`config.mk`:
```
export PLATFORM = sky130hd
export DESIGN_NAME = uart_tx_arbiter
export DESIGN_NICKNAME = d
export VERILOG_FILES = /design/src/rtl/uart_pkg.sv /design/src/rtl/uart_tx_arbiter_rr_pick.sv /design/src/rtl/uart_tx_arbiter.sv
export SDC_FILE = /design/constraint.sdc
export NUM_CORES = 1
export LEC_CHECK = 0
export CAP_MARGIN = 20
export CORE_ASPECT_RATIO = 1.4
export CORE_MARGIN = 2
export CORE_UTILIZATION = 35
export DETAILED_ROUTE_END_ITERATION = 8
export PLACE_DENSITY = 0.6
export SLEW_MARGIN = 20
export SYNTH_ARGS = -nofsm -noshare
export SYNTH_HDL_FRONTEND = slang
export SYNTH_SLANG_ARGS = --single-unit
```
`constraint.sdc`:
```
create_clock -name clk -period 2.4 [get_ports clk]
set_clock_uncertainty 0.15 [all_clocks]
set_input_delay 0.48 -clock clk [delete_from_list [all_inputs] [get_ports clk]]
set_output_delay 0.48 -clock clk [all_outputs]
set_load 0.02 [all_outputs]
```
`src/rtl/uart_pkg.sv`:
```
// Shared constants for the UART transmit path: FSM encoding, frame shape and
// small helpers used by the transmit arbiter.
package uart_pkg;

    localparam logic [1:0] IDLE      = 2'd0;
    localparam logic [1:0] START     = 2'd1;
    localparam logic [1:0] WAIT_DONE = 2'd2;

    localparam int DATA_BITS  = 8;
    localparam int FRAME_BITS = 10;
    localparam int CLK_FREQ   = 50_000_000;
    localparam int MAX_REQ    = 8;

    typedef logic [1:0]           state_t;
    typedef logic [DATA_BITS-1:0] byte_t;

    // One-hot of an index for up to MAX_REQ requesters; callers truncate.
    function automatic logic [MAX_REQ-1:0] onehot8(input logic [2:0] idx);
        return MAX_REQ'(1) << idx;
    endfunction

    // Clock cycles one full frame occupies at a given baud rate.
    function automatic int frame_cycles(input int baud);
        return (CLK_FREQ / baud) * FRAME_BITS;
    endfunction

endpackage

```
`src/rtl/uart_tx_arbiter_rr_pick.sv`:
```
// Combinational round-robin picker: finds the first set request after the
// last-served index, wrapping modulo NUM_REQ.
module rr_pick #(
    parameter  int NUM_REQ = 4,
    localparam int IDX_W   = $clog2(NUM_REQ)
) (
    input  logic [NUM_REQ-1:0] req,
    input  logic [IDX_W-1:0]   last,
    output logic [IDX_W-1:0]   winner,
    output logic               valid
);

    localparam int SUM_W = IDX_W + 1;

    logic [IDX_W-1:0]   cand_idx [NUM_REQ];
    logic [NUM_REQ-1:0] cand_hit;

    // Candidate gi is the requester gi+1 positions after last; the sum stays
    // below 2*NUM_REQ, so one conditional subtract wraps it.
    for (genvar gi = 0; gi < NUM_REQ; gi++) begin : g_cand
        logic [SUM_W-1:0] sum;
        assign sum           = {1'b0, last} + SUM_W'(gi + 1);
        assign cand_idx[gi]  = (sum >= SUM_W'(NUM_REQ)) ? IDX_W'(sum - SUM_W'(NUM_REQ))
                                                         : sum[IDX_W-1:0];
        assign cand_hit[gi]  = req[cand_idx[gi]];
    end

    always_comb begin
        winner = '0;
        valid  = 1'b0;
        for (int k = NUM_REQ - 1; k >= 0; k--) begin
            if (cand_hit[k]) begin
                winner = cand_idx[k];
                valid  = 1'b1;
            end
        end
    end

endmodule

```
`src/rtl/uart_tx_arbiter.sv`:
```
// Round-robin arbiter sharing one UART byte transmitter among NUM_REQ
// requesters, with a watchdog that aborts transfers whose done never arrives.
module uart_tx_arbiter
    import uart_pkg::*;
#(
    parameter  int NUM_REQ     = 4,
    parameter  int TIMEOUT_CYC = 65536,
    localparam int IDX_W       = $clog2(NUM_REQ)
) (
    input  logic                   clk,
    input  logic                   rst,
    input  logic                   en,
    input  logic [NUM_REQ-1:0]     req,
    input  logic [8*NUM_REQ-1:0]   req_data,
    output logic [NUM_REQ-1:0]     grant,
    output logic [NUM_REQ-1:0]     ack,
    output logic                   err,
    output logic [IDX_W-1:0]       err_id,
    output logic                   tx_start,
    output logic [7:0]             tx_data,
    input  logic                   tx_busy,
    input  logic                   tx_done
);

    localparam int WD_W = $clog2(TIMEOUT_CYC);

    state_t               state_reg;
    logic [NUM_REQ-1:0]   grant_reg;
    logic [NUM_REQ-1:0]   ack_reg;
    logic                 err_reg;
    logic [IDX_W-1:0]     err_id_reg;
    logic                 tx_start_reg;
    byte_t                tx_data_reg;
    logic [IDX_W-1:0]     idx_reg;
    logic [IDX_W-1:0]     last_reg;
    logic [WD_W-1:0]      wd_reg;

    byte_t                req_byte [NUM_REQ];
    logic [IDX_W-1:0]     pick_idx;
    logic                 pick_valid;
    logic                 wd_expired;

    for (genvar gi = 0; gi < NUM_REQ; gi++) begin : g_lane
        assign req_byte[gi] = req_data[DATA_BITS*gi +: DATA_BITS];
    end

    rr_pick #(
        .NUM_REQ (NUM_REQ)
    ) u_pick (
        .req    (req),
        .last   (last_reg),
        .winner (pick_idx),
        .valid  (pick_valid)
    );

    assign wd_expired = (wd_reg == WD_W'(TIMEOUT_CYC - 1));

    always_ff @(posedge clk) begin
        if (rst) begin
            state_reg    <= IDLE;
            grant_reg    <= '0;
            ack_reg      <= '0;
            err_reg      <= 1'b0;
            err_id_reg   <= '0;
            tx_start_reg <= 1'b0;
            tx_data_reg  <= '0;
            idx_reg      <= '0;
            last_reg     <= IDX_W'(NUM_REQ - 1);
            wd_reg       <= '0;
        end else begin
            // Pulsed outputs default low; each state raises them for one cycle.
            tx_start_reg <= 1'b0;
            ack_reg      <= '0;
            err_reg      <= 1'b0;
            case (state_reg)
                IDLE: begin
                    if (en && !tx_busy && pick_valid) begin
                        grant_reg    <= NUM_REQ'(onehot8(3'(pick_idx)));
                        tx_data_reg  <= req_byte[pick_idx];
                        tx_start_reg <= 1'b1;
                        idx_reg      <= pick_idx;
                        state_reg    <= START;
                    end
                end
                START: begin
                    wd_reg    <= '0;
                    state_reg <= WAIT_DONE;
                end
                WAIT_DONE: begin
                    wd_reg <= wd_reg + 1'b1;
                    // A done arriving on the expiry cycle still counts as success.
                    if (tx_done) begin
                        ack_reg   <= NUM_REQ'(onehot8(3'(idx_reg)));
                        grant_reg <= '0;
                        last_reg  <= idx_reg;
                        state_reg <= IDLE;
                    end else if (wd_expired) begin
                        err_reg    <= 1'b1;
                        err_id_reg <= idx_reg;
                        grant_reg  <= '0;
                        last_reg   <= idx_reg;
                        state_reg  <= IDLE;
                    end
                end
                default: begin
                    grant_reg <= '0;
                    state_reg <= IDLE;
                end
            endcase
        end
    end

    assign grant    = grant_reg;
    assign ack      = ack_reg;
    assign err      = err_reg;
    assign err_id   = err_id_reg;
    assign tx_start = tx_start_reg;
    assign tx_data  = tx_data_reg;

endmodule

```
## Yosys cells after proc, flatten, opt, wreduce, memory -nomap -nowiden

Cells that the tools add are included.

| storage, ports and cells | value |
|---|---|
| output and inout port bits | 20 |
| register bits after elaboration | 42 |
| word-level logic and storage cells | 90 |

| operators by class | value |
|---|---|
| bitwise operators | 5 |
| magnitude comparators | 9 |
| reduce and logical (&&, ||, !) cells | 14 |
| equality and inequality tests | 5 |
| muxes and demuxes | 36 |
| shift-type cells | 2 |
| add/subtract/negate cells | 9 |

Operators by type and width:

| cell | number |
|---|---|
| case mux 16 bit (2 select lines) | 1 |
| two-way mux 2 bit | 13 |
| adder 16 x 1 -> 16 bit (second input constant) | 1 |
| binary-select mux 8 bit (select 2 bit) | 1 |
| == test 16 bit (second input constant) | 1 |
| two-way mux 8 bit | 2 |
| >= comparator 3 bit (second input constant) | 5 |
| < comparator 2 x 3 -> 1 bit (second input constant) | 4 |
| two-way mux 4 bit | 3 |
| case mux 4 bit (3 select lines) | 1 |
| two-way mux 1 bit | 10 |
| binary-select mux 1 bit (select 2 bit) | 4 |
| << shifter 1 x 2 -> 4 bit (first input constant) | 2 |
| subtractor 2 x 1 -> 2 bit (second input constant) | 4 |
| adder 2 x 2 -> 3 bit (second input constant) | 2 |
| case mux 2 bit (3 select lines) | 1 |
| AND reduction 2 bit | 3 |
| AND reduction 3 bit | 2 |
| OR reduction 3 bit | 2 |
| inverter 1 bit | 4 |
| nonzero test 2 bit | 2 |
| adder 2 x 1 -> 3 bit (second input constant) | 1 |
| adder 2 x 3 -> 3 bit (second input constant) | 1 |
| != test 3 bit (second input constant) | 1 |
| 8 further kinds | 9 |

## Logic depth before layout (Yosys ltp)

Gate-level depths: netlist of run 1.

| logic depth | value |
|---|---|
| word-level depth | 13 |
| mapped depth | 8 |

## Cells and area by module

Synthesis of run 1 repeated with hierarchy kept, for this count alone.

| second synthesis, totals | value |
|---|---|
| cell total of the unflattened synthesis | 215 |
| area, all modules | 2,040.7 um2 |

Modules (own cells, without submodules):

| module | times used | area each (um2) | cells each |
|---|---|---|---|
| uart_tx_arbiter | 1 | 1,949.4 | 201 |
| rr_pick | 1 | 91.3 | 14 |

## Least setup slack after synthesis of run 1

Ideal clock, no wire load.

| path | value |
|---|---|
| path type | in2reg |
| from | input req[1] |
| to | register idx_reg[0] |
| buffers on the path | 2 |
| data required time | 2,122 ps |
| library setup time | 128 ps |
| cell stages on the path | 7 |
| arrival time | 1,697 ps |
| path slack | 426 ps |
| cell sequence | or2_4 > o311ai_4 > or2_1 > buf_6 > buf_8 > mux2i_1 > nor2_1 |

| between the ends | value |
|---|---|
| longest elaborated chain between the ends | 8 |
| elaborated cells on any way between the ends | 18 |
| classes of those cells | 16 x mux; 2 x reduce/logical |

Ends and longest elaborated chain:

| element | line | RTL |
|---|---|---|
| from (decl) | uart_tx_arbiter.sv:13 | `input logic [NUM_REQ-1:0] req,` |
| binary-select mux 1 bit (select 2 bit) | uart_tx_arbiter_rr_pick.sv:25 | `assign cand_hit[gi] = req[cand_idx[gi]];` |
| two-way mux 1 bit (implied by the code) | uart_tx_arbiter_rr_pick.sv:25 |  |
| two-way mux 1 bit (4 in a row) | uart_tx_arbiter_rr_pick.sv:32 | `if (cand_hit[k]) begin` |
| logical AND 1 bit | uart_tx_arbiter.sv:77 | `if (en && !tx_busy && pick_valid) begin` |
| AND reduction 2 bit (no source line) | n/a |  |
| to (signal assigned) | uart_tx_arbiter.sv:81 | `idx_reg <= pick_idx;` |
| to (decl) | uart_tx_arbiter.sv:34 | `logic [IDX_W-1:0] idx_reg;` |

Parallel ways exist; a longest one is shown, timed or not. The select of a mux whose other input is x is not followed.
A chain may end at the register's enable or synchronous reset.

## Worst setup path in the final report of run 1

| path | value |
|---|---|
| from | input req[1] |
| to | register tx_data_reg[6] (netlist: tx_data[6]) |

| between the ends | value |
|---|---|
| longest elaborated chain between the ends | 10 |
| elaborated cells on any way between the ends | 22 |
| classes of those cells | 19 x mux; 1 x bitwise; 2 x reduce/logical |

Ends and longest elaborated chain:

| element | line | RTL |
|---|---|---|
| binary-select mux 1 bit (select 2 bit) | uart_tx_arbiter_rr_pick.sv:25 |  |
| two-way mux 1 bit (implied by the code) | uart_tx_arbiter_rr_pick.sv:25 |  |
| two-way mux 2 bit (4 in a row) | uart_tx_arbiter_rr_pick.sv:32 |  |
| inverter 2 -> 3 bit (implied by the code) | uart_tx_arbiter.sv:79 | `tx_data_reg <= req_byte[pick_idx];` |
| binary-select mux 8 bit (select 2 bit) | uart_tx_arbiter.sv:79 |  |
| two-way mux 8 bit (implied by the code) (2 in a row) | uart_tx_arbiter.sv:79 |  |
| to (signal assigned) | uart_tx_arbiter.sv:79 |  |
| to (decl) | uart_tx_arbiter.sv:33 | `byte_t tx_data_reg;` |

Parallel ways exist; a longest one is shown, timed or not. The select of a mux whose other input is x is not followed.

==> results of run 1 <==
[through the flow]
stage          util (%)  TNS (ps)  instance area (um^2)
2_1_floorplan         -         0                  2240
3_3_place_gp       48.6     -3100                  3020
3_5_place_dp       48.6     -3880                  3020
4_1_cts            50.3         0                  3120
5_1_grt            50.4         0                  3130
6_report           50.4         0                  3130
[where the power goes]
| group | internal [mW] | total [mW] | leakage, nW | switching [mW] |
|---|---|---|---|---|
| clock network | 0.231 | 0.475 | 0.0472 | 0.243 |
| registers | 0.721 | 0.737 | 0.341 | 0.0167 |
| logic | 0.190 | 0.352 | 0.788 | 0.162 |
| total | 1.14 | 1.56 | 1.18 | 0.422 |
[cell type report]
| class | count | area [um^2] |
|---|---|---|
| sequential | 42 | 841 |
| timing repair buffer | 77 | 756 |
| fill | 608 | 3080 |
| clock inverter | 2 | 12.5 |
| tap | 72 | 90.1 |
| clock buffer | 6 | 82.6 |
| multi-input combinational | 168 | 1300 |
| inverter | 14 | 52.6 |
[worst max-delay path: stages]
cell,delay [ps]
clkdlybuf4s50_1,470
or2b_1,220
a21oi_4,70
buf_4,180
or3_4,430
a2111oi_2,400
a211oi_1,70
[metal layers]
layer,global-route usage (%),vias to the layer above,share of wire (%)
met5,0,-,0
met3,4.29,5,5.6
met1,18.3,907,40
li1,-,977,-
met2,28.0,55,53
met4,4.64,0,1.2
[placed cells by master, fill, tap and decap left out, types with 2 or more instances in the layout]
cell type,instances
ha_1,4
mux2i_1,19
clkbuf_8,6
a21o_1,10
nand2b_1,10
inv_1,14
or3_1,2
and3_1,3
buf_12,2
xnor2_1,4
nand4_1,3
a211oi_2,2
nor3_1,3
nor2_1,30
nor3b_1,2
a21oi_1,4
dfxtp_1,42
a211oi_1,7
clkdlybuf4s50_1,59
nand2_1,9
and4_1,2
a2111oi_2,7
nor4b_1,8
buf_4,15
xor2_1,9
o21ai_0,2
nand3_1,9
[cells by family (layout without fill, tap and decap cells)]
kind of cell,after synthesis,in the layout,share of synthesized area [%]
simple gates,93,93,23.2
fa+ha+maj,4,4,2.24
xor+xnor,13,13,5.09
compound gates,39,39,17.8
flops,42,42,37.6
buf+inv,25,99,5.54
mux,19,19,8.50
[worst paths after layout]
path               startpoint          to  slack (ps)
setup / recovery       req[1]  tx_data[6]         110
hold / removal       grant[1]    grant[1]         340
setup reg to reg  last_reg[0]  tx_data[6]         380
hold reg to reg      grant[1]    grant[1]         340
==> impl_metrics.tcl, run 1 <==
set metrics [dict create \
    grt_pass1_vias 1981 \
    fp.dieArea_um2 7060 \
    path_max_fanout 10 \
    layout_worst_path_cycle_share_pct 95.4 \
    critPathArrivalTime_ps 2320 \
    cts_made_buffers 5 \
    routabilityCongestion 0.759 \
    synth_nets 280 \
    io_buffers 60 \
    synth_area_leaders "dfxtp_1 38%, mux2i_1 8.5%, nor2_1 5.2%, a2111oi_2 4.0%, xor2_1 3.5%" \
    period_needed_ps 2290 \
    yosysMostFrequentCell "dfxtp_1" \
    fmaxAchievable_mhz 437 \
    grt_max_degree 30 \
    remaining_drc_errors 0 \
    initial_core_util_pct 36.0 \
    dp.cells 373 \
    finalNonFillerCells 381 \
    ys_ff_latch 42 \
    fp.dieW_um 71.6 \
    worst_slew_pin_slew_ps 623 \
    yosysTopAreaCell "dfxtp_1" \
    diodes 0 \
    wl_per_cell_um 13.4 \
    cts_resized 2 \
    rsz0062_at_grt "false" \
    clock_sinks 42 \
    slew_headroom_pct 58.3 \
    io-pin-count 61 \
    h-tree-depth 2 \
    status "finished clean" \
    dp_slack_ps -413 \
    ir_drop_mv 0.204 \
    die_h_um 98.6 \
    worstSetupEndpointType "register" \
    tritoncts "done" \
    ys_seq_area_share_pct 37.6 \
    synth_cell_type_count 45 \
    place_hpwl_um 3910 \
    cts_hold_buf 0 \
    syn_inst 235 \
    synth_top_area_share_pct 37.6 \
    critical_path_class "in2reg" \
    ant_nets 0 \
    netlist_area_um2 2240 \
    p_leak_nw 1.18 \
    maxCapViolCount 0 \
    avgSynthCellArea_um2 9.52 \
    finalNetCount 353 \
    firstDrtPassIters 4 \
    powerDensity_nw_per_um2 499 \
    largest_reg_flops 16 \
    routed_wl_um 5110 \
    drt-initial-drc-count 58 \
    yosys_warnings 0 \
    ys_async_sr_fraction_pct 0 \
    totalPowerFinal_mw 1.56 \
    syn_to_final_growth_pct 40.0 \
    num_vias 1944 \
    fp-row-count 34 \
    holdWs_ps 337 \
    setup_viol 0 \
    worstRegToRegCells 6 \
    min_path_type "reg2reg" \
    core_area_um2 6210 \
    clk_pin_slew_worst_paths_ps 80 \
    ys.flop_type "dfxtp_1" \
    synthTopCellsByCount "42 x dfxtp_1, 31 x nor2_1, 19 x mux2i_1" \
    setup_ws_ps 110 \
    worstHoldPathCells 2 \
    clkLatencyLatePin_ps 300 \
    finalHoldViolCount 0 \
    avgViaCountPerCell 5.10 \
    cts_buffer_depth 2 \
    gr-usage-all-layers_pct 15.8 \
    startpoint_type "input port" \
    grt_overflow_total 0 \
    antenna_found_initial 0 \
    drv_slew 0 \
    grt_pass1_wl_um 8960 \
    required_ps 2430 \
    cts_setup_buffers 0 \
    root_buffer "clkbuf_8" \
    synth-edff-count 0 \
    layout-drive-gt1-share_pct 15.5 \
]
Power figures use the tool's default switching activity.
==> run 2: changes to the inputs <==
Settings changed: HOLD_SLACK_MARGIN from default to 0.08.
==> results of run 2 <==
No change in the layout: final DEF, timing and power equal those of run 1.
==> run 3: changes to the inputs <==
Settings changed: TNS_END_PERCENT from default to 30.
==> results of run 3 <==
No change in the layout: final DEF, timing and power equal those of run 1.
